## src/rtl/mac_psum_quantizer.sv

```systemverilog
// Sums ACC_LEN MAC results into one pixel partial sum, applies bias, ReLU and a
// shift with 4-bit saturation, and queues the activations in a small FIFO.
module mac_psum_quantizer #(
    parameter int ACC_LEN = 9,
    parameter int ACC_W   = 14,
    parameter int SHIFT   = 2,
    parameter int DEPTH   = 4
) (
    input  logic                             clk,
    input  logic                             rst_n,
    input  logic                             clr,
    input  logic                             in_valid,
    input  logic [9:0]                       in_data,
    input  logic [7:0]                       bias,
    input  logic                             out_ready,
    output logic                             out_valid,
    output logic [3:0]                       out,
    output logic                             ovf,
    output logic [$clog2(ACC_LEN+1)-1:0]     win_cnt
);
    localparam int CNT_W = $clog2(ACC_LEN + 1);
    localparam int PTR_W = $clog2(DEPTH);
    localparam logic [CNT_W-1:0] LAST_CNT = CNT_W'(ACC_LEN - 1);

    typedef enum logic {ACC_IDLE = 1'b0, ACC_RUN = 1'b1} acc_state_t;

    acc_state_t         state_q;
    logic [ACC_W-1:0]   acc_q;
    logic [CNT_W-1:0]   win_cnt_q;
    logic [ACC_W-1:0]   fin_sum_q;
    logic [7:0]         fin_bias_q;
    logic               fin_pend_q;
    logic [3:0]         mem_q [DEPTH];
    logic [PTR_W:0]     wr_ptr_q, wr_ptr_d;
    logic [PTR_W:0]     rd_ptr_q, rd_ptr_d;
    logic               ovf_q, ovf_d;

    logic [ACC_W-1:0]   acc_base_s;
    logic [ACC_W-1:0]   acc_sum_s;
    logic [3:0]         fin_q_s;
    logic               empty_s, full_s, pop_s, wr_en_s;

    // Bias add at ACC_W+1 bits (MSB is the sign), then ReLU, shift and clamp to 4 bits.
    function automatic logic [3:0] quantize(input logic [ACC_W-1:0] sum, input logic [7:0] b);
        logic [ACC_W:0] s;
        logic [ACC_W:0] r;
        s = {1'b0, sum} + {{(ACC_W-7){b[7]}}, b};
        r = s >> SHIFT;
        if (s[ACC_W]) begin
            quantize = 4'd0;
        end else if (r > {{(ACC_W-3){1'b0}}, 4'd15}) begin
            quantize = 4'd15;
        end else begin
            quantize = r[3:0];
        end
    endfunction

    // Accumulator operand: a fresh window always starts from zero.
    always_comb begin
        acc_base_s = '0;
        case (state_q)
            ACC_RUN:  acc_base_s = acc_q;
            default:  acc_base_s = '0;
        endcase
        acc_sum_s = acc_base_s + {{(ACC_W-10){1'b0}}, in_data};
    end

    // Accumulate FSM and the one-deep fin stage feeding the FIFO.
    always_ff @(posedge clk or negedge rst_n) begin
        if (!rst_n) begin
            state_q    <= ACC_IDLE;
            acc_q      <= '0;
            win_cnt_q  <= '0;
            fin_sum_q  <= '0;
            fin_bias_q <= 8'd0;
            fin_pend_q <= 1'b0;
        end else if (clr) begin
            state_q    <= ACC_IDLE;
            acc_q      <= '0;
            win_cnt_q  <= '0;
            fin_sum_q  <= '0;
            fin_bias_q <= 8'd0;
            fin_pend_q <= 1'b0;
        end else begin
            fin_pend_q <= 1'b0;
            if (in_valid) begin
                if (win_cnt_q == LAST_CNT) begin
                    fin_sum_q  <= acc_sum_s;
                    fin_bias_q <= bias;
                    fin_pend_q <= 1'b1;
                    acc_q      <= '0;
                    win_cnt_q  <= '0;
                    state_q    <= ACC_IDLE;
                end else begin
                    acc_q      <= acc_sum_s;
                    win_cnt_q  <= win_cnt_q + CNT_W'(1);
                    state_q    <= ACC_RUN;
                end
            end else begin
                acc_q     <= acc_q;
                win_cnt_q <= win_cnt_q;
            end
        end
    end

    assign fin_q_s = quantize(fin_sum_q, fin_bias_q);
    assign empty_s = (wr_ptr_q == rd_ptr_q);
    assign full_s  = (wr_ptr_q[PTR_W] != rd_ptr_q[PTR_W]) &&
                     (wr_ptr_q[PTR_W-1:0] == rd_ptr_q[PTR_W-1:0]);
    assign pop_s   = !empty_s && out_ready;

    // FIFO next state; a push into a full FIFO only lands if a pop frees a slot.
    always_comb begin
        wr_ptr_d = wr_ptr_q;
        rd_ptr_d = rd_ptr_q;
        ovf_d    = ovf_q;
        wr_en_s  = 1'b0;
        if (pop_s) begin
            rd_ptr_d = rd_ptr_q + (PTR_W+1)'(1);
        end else begin
            rd_ptr_d = rd_ptr_q;
        end
        if (fin_pend_q) begin
            if (!full_s || pop_s) begin
                wr_en_s  = 1'b1;
                wr_ptr_d = wr_ptr_q + (PTR_W+1)'(1);
            end else begin
                ovf_d = 1'b1;
            end
        end else begin
            wr_en_s = 1'b0;
        end
    end

    // FIFO storage, pointers and sticky overflow flag.
    always_ff @(posedge clk or negedge rst_n) begin
        if (!rst_n) begin
            wr_ptr_q <= '0;
            rd_ptr_q <= '0;
            ovf_q    <= 1'b0;
            for (int i = 0; i < DEPTH; i++) mem_q[i] <= 4'd0;
        end else if (clr) begin
            wr_ptr_q <= '0;
            rd_ptr_q <= '0;
            ovf_q    <= 1'b0;
            for (int i = 0; i < DEPTH; i++) mem_q[i] <= 4'd0;
        end else begin
            wr_ptr_q <= wr_ptr_d;
            rd_ptr_q <= rd_ptr_d;
            ovf_q    <= ovf_d;
            if (wr_en_s) begin
                mem_q[wr_ptr_q[PTR_W-1:0]] <= fin_q_s;
            end
        end
    end

    assign out_valid = !empty_s;
    assign out       = empty_s ? 4'd0 : mem_q[rd_ptr_q[PTR_W-1:0]];
    assign ovf       = ovf_q;
    assign win_cnt   = win_cnt_q;
endmodule
```

## config.mk

```make
export PLATFORM = sky130hd
export DESIGN_NAME = mac_psum_quantizer
export DESIGN_NICKNAME = d
export VERILOG_FILES = /design/src/rtl/mac_psum_quantizer.sv
export SDC_FILE = /design/constraint.sdc
export NUM_CORES = 1
export LEC_CHECK = 0
export CAP_MARGIN = 25
export CORE_MARGIN = 2
export CORE_UTILIZATION = 50
export CTS_CLUSTER_DIAMETER = 30
export CTS_CLUSTER_SIZE = 30
export DETAILED_ROUTE_END_ITERATION = 8
export HOLD_SLACK_MARGIN = 0.06
export PLACE_DENSITY = 0.7
export REMOVE_ABC_BUFFERS = 1
export SETUP_SLACK_MARGIN = 0.05
export SKIP_CTS_REPAIR_TIMING = 1
export SLEW_MARGIN = 20
export SYNTH_ARGS = -nofsm -noshare
export SYNTH_HDL_FRONTEND = slang
export SYNTH_SLANG_ARGS = --single-unit
```

## constraint.sdc

```tcl
create_clock -name clk -period 7.2 [get_ports clk]
set_clock_uncertainty 0.2 [all_clocks]
set_input_delay 1.08 -clock clk [delete_from_list [all_inputs] [get_ports clk]]
set_output_delay 1.08 -clock clk [all_outputs]
set_load 0.01 [all_outputs]
```

==> summary.md, run 1 <==
| Metric | Value |
|---|---|
| Share of post-route cells with drive strength above 1 | 0.0882 |
| GPL Wtd Cong | 0.826 |
| Final Hold Vio Count | 0 |
| GRT Total Usage | 0.214 |
| Gate power share | 0.096 |
| Number of nets in the layout | 527 |
| Worst slew margin | 0.387 |
| TritonCTS clock tree | built |
| Clk_lat worst skew | 0.34 ns |
| Wirelength, routed | 8930 um |
| Synth Area per Inst | 9.40 um^2 |
| Cts bufs inserted | 9 |
| Sw Ratio | 0.265 |
| Clock network fraction of design power | 0.376 |
| Area Growth Syn to Fin | 13.8% |
| Die Span Y | 95.2 um |
| Setup TNS | 0 ns |
| HPWL after DPL | 6650 um |
| Vias | 3383 |
| Period minus WS final | 3.44 ns |
| Dpl ws | 3.42 ns |
| Clk slew on worst S/H paths | 0.07 ns |
| Port buffer count | 32 |
| PnR worst setup slack | 3.76 ns |
| Final Setup Violations | 0 |
| Largest net degree at the start of global routing | 66 |
| Top cells by area, synth | dfrtp_1 (39%), ha_1 (9.0%), nand2_1 (4.8%) |
| Root Driver | clkbuf_8 |
| Post-Synth XOR/XNOR Area | 0.0464 |
| Post-DP Area | 4570 um^2 |
| DR iter-0 viols | 103 |
| Max frequency | 290 MHz |
| Number of global-route vias before repair | 3395 |
| Mapped cell area | 4160 um^2 |
| Critical path startpoint category | input pin |
| Avg WL per Cell | 15.4 um |
| Most frequent cell after synthesis | dfrtp_1 |
| Floorplan core area | 8130 um^2 |
| Slew @ Worst Pin | 0.915 ns |
| CP Max Fanout | 5 |
| Commonest cells in the netlist | dfrtp_1 (65), nand2_1 (53), nor2_1 (31) |
| Ys async rst share | 1.00 |
| Int Pwr | 523 uW |
| FF-to-FF setup slack | 4.12 ns |
| Global-route wire length before repair | 15300 um |
| Combinational family with the most area after synthesis | simple AND/OR/NAND/NOR gates |
| Fill count | 729 |
| VDD IR-drop max | 0.0000906 V |
| Status | completed |
| Slew Viols, Final | 0 |
| Pleak | 0.00204 uW |
| CP endpoint kind | flip-flop |
| Starting Density | 0.511 |
| Hold slack | 0.281 ns |
| Total clock sinks | 65 |
| Post-synth EDFFs | 0 |
| Yosys warns | 0 |
| # rows | 33 |
| Max_cap viols | 0 |
| Cells after Synth | 442 |
| Synth area leader | dfrtp_1 |
| H-tree levels | 3 |
| Reg power frac | 0.528 |
| Net Sw Power | 189 uW |
| Simple-gate portion of the synthesized area | 0.213 |
| Compound-Gate Fraction of Synth Area | 0.196 |
| Yosys cell types | 58 |
| Die ar. | 9060 um^2 |
| RSZ-0062 raised after global routing | false |
| Via/cell ratio | 5.82 |
| Pre-antenna DRT Iters | 4 |
| Final ANT Viol Nets | 0 |
| # diodes | 0 |
| PD cells | 151 nW/um^2 |
| DR DRC count | 0 |
| CTS Buffer Depth | 2 |
| #FFs+latches synth | 65 |
| Grt total ovfl | 0 |
| CP required | 7.23 ns |
| Critical path class | in -> reg |
| Worst hold path type | reg -> reg |
| WP data arrival | 3.47 ns |
| Post-synthesis adder-cell area fraction | 0.0952 |
| Sequential cell area fraction in the yosys report | 0.391 |
| Post-synthesis mux area share | 0.0316 |
| Final worst path period share | 0.478 |
| Io pins | 33 |
| Synth top area share | 0.391 |
| Die width | 95.2 um |
| Initial antenna violation count | 0 |
| Top_reg_cell synth | dfrtp_1 |
| Final Cell Area | 4730 um^2 |
[critical path: stages]
cell             delay [ns]
clkdlybuf4s50_1        0.46
ha_1                   0.20
fa_1                   0.23
a21oi_1                0.09
o211ai_1               0.24
o22ai_1                0.15
o21ai_0                0.47
nand3_1                0.20
xnor2_1                0.16
a22o_1                 0.19
[cell type report]
cell class | instances | area (um^2) | share of cell area
well taps | 105 | 131 | 0.0278
clock buffers | 9 | 124 | 0.0262
flip-flops and latches | 65 | 1630 | 0.344
repair buffers | 36 | 345 | 0.0731
multi-input cells | 348 | 2420 | 0.511
inverters | 13 | 48.8 | 0.0103
clock inverters | 5 | 33.8 | 0.00715
[through the flow]
stage / total power, uW / cells / util
after CTS: 718 / 581 / 0.581
after global placement: 450 / 567 / 0.562
after global routing: 741 / 581 / 0.581
final: 712 / 581 / 0.581
after floorplan: 415 / 426 / -
after detailed placement: 452 / 567 / 0.562
[flip-flops by register name, summed over array words and instances, names as in the netlist]
signal	flops
wr_ptr_q	3
fin_pend_q	1
mem_q	16
fin_bias_q	8
acc_q	14
state_q	1
rd_ptr_q	3
fin_sum_q	14
ovf	1
win_cnt	4
[kinds of logic (layout without fill, tap and decap cells)]
family,count (synthesis),after routing
flip-flops,65,65
XOR/XNOR,22,22
buffers and inverters,29,63
adder cells (fa/ha/maj),31,31
AO/OA/AOI/OAI,123,123
AND/OR/NAND/NOR,164,164
multiplexers,8,8
[placed cells by master (no fill, tap or decap), types with 7 or more instances in the layout]
cell type	count
a21oi_1	30
xnor2_1	13
nand3_1	8
xor2_1	9
dfrtp_1	65
nor2_1	31
ha_1	30
clkbuf_8	9
a22o_1	13
o21ai_0	19
clkdlybuf4s50_1	31
and2_1	15
nand2_1	53
inv_1	13
o21ai_1	17
nand3b_1	21
o21a_1	7
[routing by layer]
metal,track usage,routed length (um),vias to the layer above
met5,0,0,-
met2,0.380,4530,65
met4,0.0857,207,0
met1,0.256,3930,1633
met3,0.0340,259,22
li1,-,-,1663
[power groups by stage]
stage | combinational, uW | sequential, uW | clock [uW]
after global placement | 67.7 | 383 | 0
final | 68.4 | 376 | 267
after detailed placement | 69.3 | 383 | 0
after CTS | 69.5 | 376 | 273
after global routing | 76.5 | 377 | 288
after floorplan | 32.9 | 382 | 0
[worst paths after layout]
path / start / end / depth (start not counted)
hold reg to reg: acc_q[8]$_DFFE_PN0P_ / acc_q[8]$_DFFE_PN0P_ / 2
setup / recovery: in_data[0] / fin_sum_q[12]$_DFFE_PN0P_ / 10
setup reg to reg: state_q$_DFFE_PN0P_ / fin_sum_q[12]$_DFFE_PN0P_ / 10
max in group asynchronous: rst_n / acc_q[13]$_DFFE_PN0P_ / 2
min in group asynchronous: rst_n / mem_q[15]$_DFFE_PN0P_ / 2
hold / removal: acc_q[8]$_DFFE_PN0P_ / acc_q[8]$_DFFE_PN0P_ / 2
Note: power is estimated with default switching activity, not from simulation.
==> run 2: changes to the inputs <==
--- a/config.mk
+++ b/config.mk
@@ -12,7 +12,7 @@
 export CTS_CLUSTER_SIZE = 30
 export DETAILED_ROUTE_END_ITERATION = 8
 export HOLD_SLACK_MARGIN = 0.06
-export PLACE_DENSITY = 0.7
+export PLACE_DENSITY = 0.73
 export REMOVE_ABC_BUFFERS = 1
 export SETUP_SLACK_MARGIN = 0.05
 export SKIP_CTS_REPAIR_TIMING = 1
==> constraint.sdc (replaced) <==
create_clock -name clk -period 3.1 [get_ports clk]
set_clock_uncertainty 0.2 [all_clocks]
set_input_delay 0.465 -clock clk [delete_from_list [all_inputs] [get_ports clk]]
set_output_delay 0.465 -clock clk [all_outputs]
set_load 0.01 [all_outputs]
==> summary.md, run 2 (synthesized netlist as in run 1, its figures left out) <==
| Metric | Value |
|---|---|
| Period minus WS final | 2.84 ns |
| Max_cap viols | 0 (unchanged) |
| Grt total ovfl | 0 (unchanged) |
| CP required | 3.12 ns (-4.11 ns) |
| CTS Buffer Depth | 2 (unchanged) |
| # rows | 33 (unchanged) |
| Number of nets in the layout | 533 (+1.1%) |
| TritonCTS clock tree | built |
| Clk slew on worst S/H paths | 0.07 ns (about the same) |
| Setup TNS | 0 ns (unchanged) |
| DR DRC count | 0 (unchanged) |
| CP Max Fanout | 8 (+3) |
| Root Driver | clkbuf_8 |
| FF-to-FF Start | state_q$_DFFE_PN0P_ |
| Final Hold Vio Count | 0 (unchanged) |
| GPL Wtd Cong | 0.842 (+1.8%) |
| Clk_lat worst skew | 0.34 ns (about the same) |
| Clock network fraction of design power | 0.392 (+0.016) |
| Number of global-route vias before repair | 3440 (+1.3%) |
| Net Sw Power | 425 uW (+130%) |
| Wirelength, routed | 9100 um (+1.9%) |
| Total clock sinks | 65 (unchanged) |
| Final worst path period share | 0.916 |
| Share of post-route cells with drive strength above 1 | 0.104 (+0.0153) |
| CP endpoint kind | flip-flop |
| Top reg by flops | mem_q |
| Critical path startpoint category | flip-flop |
| Critical path class | reg -> reg |
| Area Growth Syn to Fin | 15.8% |
| DR iter-0 viols | 139 (+35%) |
| Die width | 95.2 um (unchanged) |
| Worst slew margin | 0.453 (+0.0656) |
| Total chip power | 1720 uW (+140%) |
| Avg WL per Cell | 15.5 um (+0.66%) |
| Most common cell after layout, fill and taps aside | dfrtp_1 |
| Vias | 3374 (-0.27%) |
| Die Span Y | 95.2 um (unchanged) |
| Sw Ratio | 0.248 (-0.0175) |
| Global-route wire length before repair | 15800 um (+3.3%) |
| Final ANT Viol Nets | 0 (unchanged) |
| PD cells | 356 nW/um^2 (+140%) |
| Die ar. | 9060 um^2 (unchanged) |
| Pre-antenna DRT Iters | 4 (unchanged) |
| RSZ-0062 raised after global routing | false |
| Cts bufs inserted | 9 (unchanged) |
| Most frequent cells in the layout | dfrtp_1 (64), nand2_1 (53), nor2_1 (31), clkdlybuf4s50_1 (31), a21oi_1 (30) |
| H-tree levels | 3 (unchanged) |
| Max FFs per register | 16 (unchanged) |
| Slew Viols, Final | 0 (unchanged) |
| Largest net degree at the start of global routing | 66 (unchanged) |
| Regs by FF count | mem_q x16, acc_q x14, fin_sum_q x14 |
| Initial antenna violation count | 0 (unchanged) |
| WP data arrival | 2.86 ns (-0.61 ns) |
| Hold slack | 0.106 ns (-0.175 ns) |
| # diodes | 0 (unchanged) |
| Int Pwr | 1290 uW (+150%) |
| VDD IR-drop max | 0.000253 V (+180%) |
| Reg2Reg Depth | 9 (-1) |
| Max frequency | 352 MHz |
| Io pins | 33 (unchanged) |
| FF-to-FF End | acc_q[13]$_DFFE_PN0P_ |
| Final Setup Violations | 0 (unchanged) |
| Slew @ Worst Pin | 0.820 ns (-0.0950 ns) |
| Starting Density | 0.511 (unchanged) |
| Port buffer count | 32 (unchanged) |
| HPWL after DPL | 6890 um (+3.6%) |
| Via/cell ratio | 5.74 (-1.5%) |
| Reg power frac | 0.508 (-0.020) |
| Floorplan core area | 8130 um^2 (unchanged) |
| GRT Total Usage | 0.222 (+0.00823) |
| Gate power share | 0.100 (+0.004) |
| FF-to-FF setup slack | 0.26 ns (-3.86 ns) |
| Status | completed |
| Pleak | 0.00208 uW (+2.2%) |
| Worst hold path type | in -> async |
[run 2: worst max-delay path by stage]
stage	from	to	slack [ns]	cells after the start
4_1_cts	fin_bias_q[7]$_DFFE_PN0P_	mem_q[12]$_DFFE_PN0P_	0.17	8
2_1_floorplan	state_q$_DFFE_PN0P_	fin_sum_q[12]$_DFFE_PN0P_	0.46	10
3_5_place_dp	in_data[0]	fin_sum_q[10]$_DFFE_PN0P_	0.07	11
5_1_grt	state_q$_DFFE_PN0P_	acc_q[13]$_DFFE_PN0P_	0.07	9
3_3_place_gp	in_data[0]	fin_sum_q[10]$_DFFE_PN0P_	0.14	11
6_report	state_q$_DFFE_PN0P_	acc_q[13]$_DFFE_PN0P_	0.26	9
[run 2: routing by layer]
layer,GRT usage,up-vias,wire (um)
met2,0.402,66,4700
met1,0.263,1617,3840
met5,0,-,0
met3,0.0403,21,354
met4,0.0737,0,208
li1,-,1670,-
[run 2: area by class of cell]
type                            count  area [um^2]
Clock inverter                      2         12.5
Inverter                           13         48.8
Timing Repair Buffer               42          403
Sequential cell                    65         1630
Tap cell                          105          131
Clock buffer                       13          169
Fill cell                         697         3320
Multi-Input combinational cell    348         2420
[run 2: critical path, stage by stage, from the launching register on]
cell,delay (ns)
dfrtp_1,0.45
and2_1,0.20
ha_1,0.35
o21ai_0,0.11
o21ai_0,0.27
a21oi_1,0.14
nor4_1,0.35
o211ai_1,0.24
a31o_2,0.30
o2bb2ai_1,0.12
[run 2: power by group through the flow]
stage	Clock, uW	Combinational (uW)	Sequential, uW
CTS	685	173	871
floorplan	0	76.3	887
global route	723	190	873
global placement	0	168	887
detailed placement	0	172	887
finish	673	171	872
[run 2: stage by stage]
stage | util | instance area [um^2] | std cells | setup WS (ns)
finish | 0.592 | 4810 | 588 | 0.259
global route | 0.592 | 4810 | 588 | 0.0717
CTS | 0.591 | 4810 | 588 | 0.170
detailed placement | 0.569 | 4630 | 573 | 0.0734
global placement | 0.569 | 4630 | 573 | 0.136
floorplan | - | 4090 | 426 | 0.459
==> run 3: changes to the inputs <==
--- a/config.mk
+++ b/config.mk
@@ -6,13 +6,15 @@
 export NUM_CORES = 1
 export LEC_CHECK = 0
 export CAP_MARGIN = 25
+export CELL_PAD_IN_SITES_DETAIL_PLACEMENT = 1
+export CELL_PAD_IN_SITES_GLOBAL_PLACEMENT = 1
 export CORE_MARGIN = 2
-export CORE_UTILIZATION = 50
+export CORE_UTILIZATION = 41
 export CTS_CLUSTER_DIAMETER = 30
 export CTS_CLUSTER_SIZE = 30
 export DETAILED_ROUTE_END_ITERATION = 8
 export HOLD_SLACK_MARGIN = 0.06
-export PLACE_DENSITY = 0.73
+export PLACE_DENSITY_LB_ADDON = 0.1
 export REMOVE_ABC_BUFFERS = 1
 export SETUP_SLACK_MARGIN = 0.05
 export SKIP_CTS_REPAIR_TIMING = 1
==> summary.md, run 3 (synthesized netlist as in run 1, its figures left out) <==
| Metric | Value |
|---|---|
| Status | completed |
| Number of global-route vias before repair | 3646 (+6.0%) |
| Die Span Y | 105 um (+10%) |
| Die width | 105 um (+10%) |
| Area Growth Syn to Fin | 18.6% |
| Dpl ws | -0.0831 ns (-0.157 ns) |
| Final std cells w/o fill | 621 (+5.6%) |
| Critical path startpoint category | flip-flop |
| Slew @ Worst Pin | 0.953 ns (+0.132 ns) |
| Share of post-route cells with drive strength above 1 | 0.109 (+0.00509) |
| Final Setup Violations | 0 (unchanged) |
| Grt total ovfl | 0 (unchanged) |
| Via/cell ratio | 5.52 (-3.8%) |
| RSZ-0062 raised after global routing | true |
| TritonCTS clock tree | built |
| Initial antenna violation count | 0 (unchanged) |
| Pre-antenna DRT Iters | 4 (unchanged) |
| Final ANT Viol Nets | 0 (unchanged) |
| VDD IR-drop max | 0.000204 V (-19%) |
| CTS Buffer Depth | 2 (unchanged) |
| Die ar. | 11000 um^2 (+21%) |
| Vias | 3428 (+1.6%) |
| Io pins | 33 (unchanged) |
| Final worst path period share | 0.941 (+0.0240) |
| Max FFs per register | 16 (unchanged) |
| Slew Viols, Final | 0 (unchanged) |
| Clk slew on worst S/H paths | 0.08 ns (about the same) |
| Avg WL per Cell | 16.6 um (+7.6%) |
| Starting Density | 0.423 (-0.0877) |
| Floorplan core area | 9820 um^2 (+21%) |
| CP Max Fanout | 10 (+2) |
| CP endpoint kind | flip-flop |
| Final core utilization | 0.502 (-0.0896) |
| Cts bufs inserted | 9 (unchanged) |
| Worst hold path type | reg -> reg |
| # diodes | 0 (unchanged) |
| GRT Total Usage | 0.201 (-0.0205) |
| Fill count | 1171 (+68%) |
| Most frequent cells in the layout | dfrtp_1 (64), nand2_1 (53), nor2_1 (31), clkdlybuf4s50_1 (31) |
| Worst slew margin | 0.362 (-0.0907) |
| Number of nets in the layout | 537 (+0.75%) |
| Max frequency | 343 MHz (-2.6%) |
| Top reg by flops | mem_q |
| # rows | 36 (+9.1%) |
| WP data arrival | 2.94 ns (+0.08 ns) |
| Regs by FF count | mem_q x16, acc_q x14, fin_sum_q x14 |
| HPWL after DPL | 7960 um (+16%) |
| Wirelength, routed | 10300 um (+14%) |
| PD cells | 379 nW/um^2 (+6.4%) |
| Root Driver | clkbuf_8 |
| Final Hold Vio Count | 0 (unchanged) |
| Largest net degree at the start of global routing | 66 (unchanged) |
| DR iter-0 viols | 74 (-47%) |
| Port buffer count | 32 (unchanged) |
| Clk_lat worst skew | 0.35 ns (about the same) |
| Critical path class | reg -> reg |
| PnR worst setup slack | 0.184 ns (-0.0745 ns) |
| Total clock sinks | 65 (unchanged) |
| Global-route wire length before repair | 17700 um (+12%) |
| CP required | 3.12 ns (about the same) |
| GPL Wtd Cong | 0.832 (-1.2%) |
| Inst Count DP | 604 (+5.4%) |
| Most common cell after layout, fill and taps aside | dfrtp_1 |
| H-tree levels | 3 (unchanged) |
| Pleak | 0.00213 uW (+2.2%) |
| Period minus WS final | 2.92 ns (+0.0745 ns) |
| DR DRC count | 0 (unchanged) |
| Max_cap viols | 0 (unchanged) |
| Setup TNS | 0 ns (unchanged) |
==> run 3: cell types whose count changed in the layout (fill, tap and decap cells not counted), moves of 2 or more <==
cell       previous run  this run
o21ai_1              18        20
o21ai_0              18        16
clkbuf_8             12        10
buf_4                 9        12
bufinv_16             0         2
clkinv_4              0         2
==> run 3: power by group <==
group	total, uW	switching (uW)	internal [uW]
sequential	871	10.7	861
combinational	172	92.8	79.3
clock	826	345	481
==> run 3: worst max-delay path, stage by stage, from the launching register on <==
cell      delay (ns)
dfrtp_2         0.49
ha_1            0.40
a21oi_1         0.23
o311ai_0        0.18
a31o_1          0.22
and3_1          0.16
a211o_1         0.40
nor3_2          0.35
o21ai_0         0.14
==> run 3: area by class of cell <==
type                       count  area [um^2]  share of cell area
multi-input combinational    348         2420               0.492
sequential                    65         1630               0.330
timing repair buffer          46          435              0.0883
tap                          133          166              0.0338
clock buffer                  11          141              0.0287
clock inverter                 5         86.3              0.0175
inverter                      13         48.8             0.00990
==> run 3: worst paths after layout <==
path	from	to	slack (ns)	cells after the start
max in group asynchronous	rst_n	fin_bias_q[7]$_DFFE_PN0P_	1.91	3
hold / removal	acc_q[0]$_DFFE_PN0P_	acc_q[0]$_DFFE_PN0P_	0.30	1
hold reg to reg	acc_q[0]$_DFFE_PN0P_	acc_q[0]$_DFFE_PN0P_	0.30	1
setup reg to reg	fin_bias_q[7]$_DFFE_PN0P_	mem_q[15]$_DFFE_PN0P_	0.18	8
setup / recovery	fin_bias_q[7]$_DFFE_PN0P_	mem_q[15]$_DFFE_PN0P_	0.18	8
min in group asynchronous	rst_n	mem_q[2]$_DFFE_PN0P_	0.43	3
==> run 3: through the flow <==
step / hold slack, ns / power (uW) / instance area (um^2)
floorplan: -0.0306 / 963 / 4090
CTS: -0.0654 / 1900 / 4910
global placement: 0.256 / 1060 / 4680
finish: 0.298 / 1870 / 4930
global route: 0.317 / 1950 / 4930
detailed placement: 0.278 / 1060 / 4680
==> run 3: layer usage <==
metal  wire (um)  vias to the layer above  track usage
li1            -                     1685            -
met1        4460                     1690        0.237
met2        5480                       39        0.374
met3         240                       14       0.0312
met4         153                        0       0.0629
met5           0                        -            0
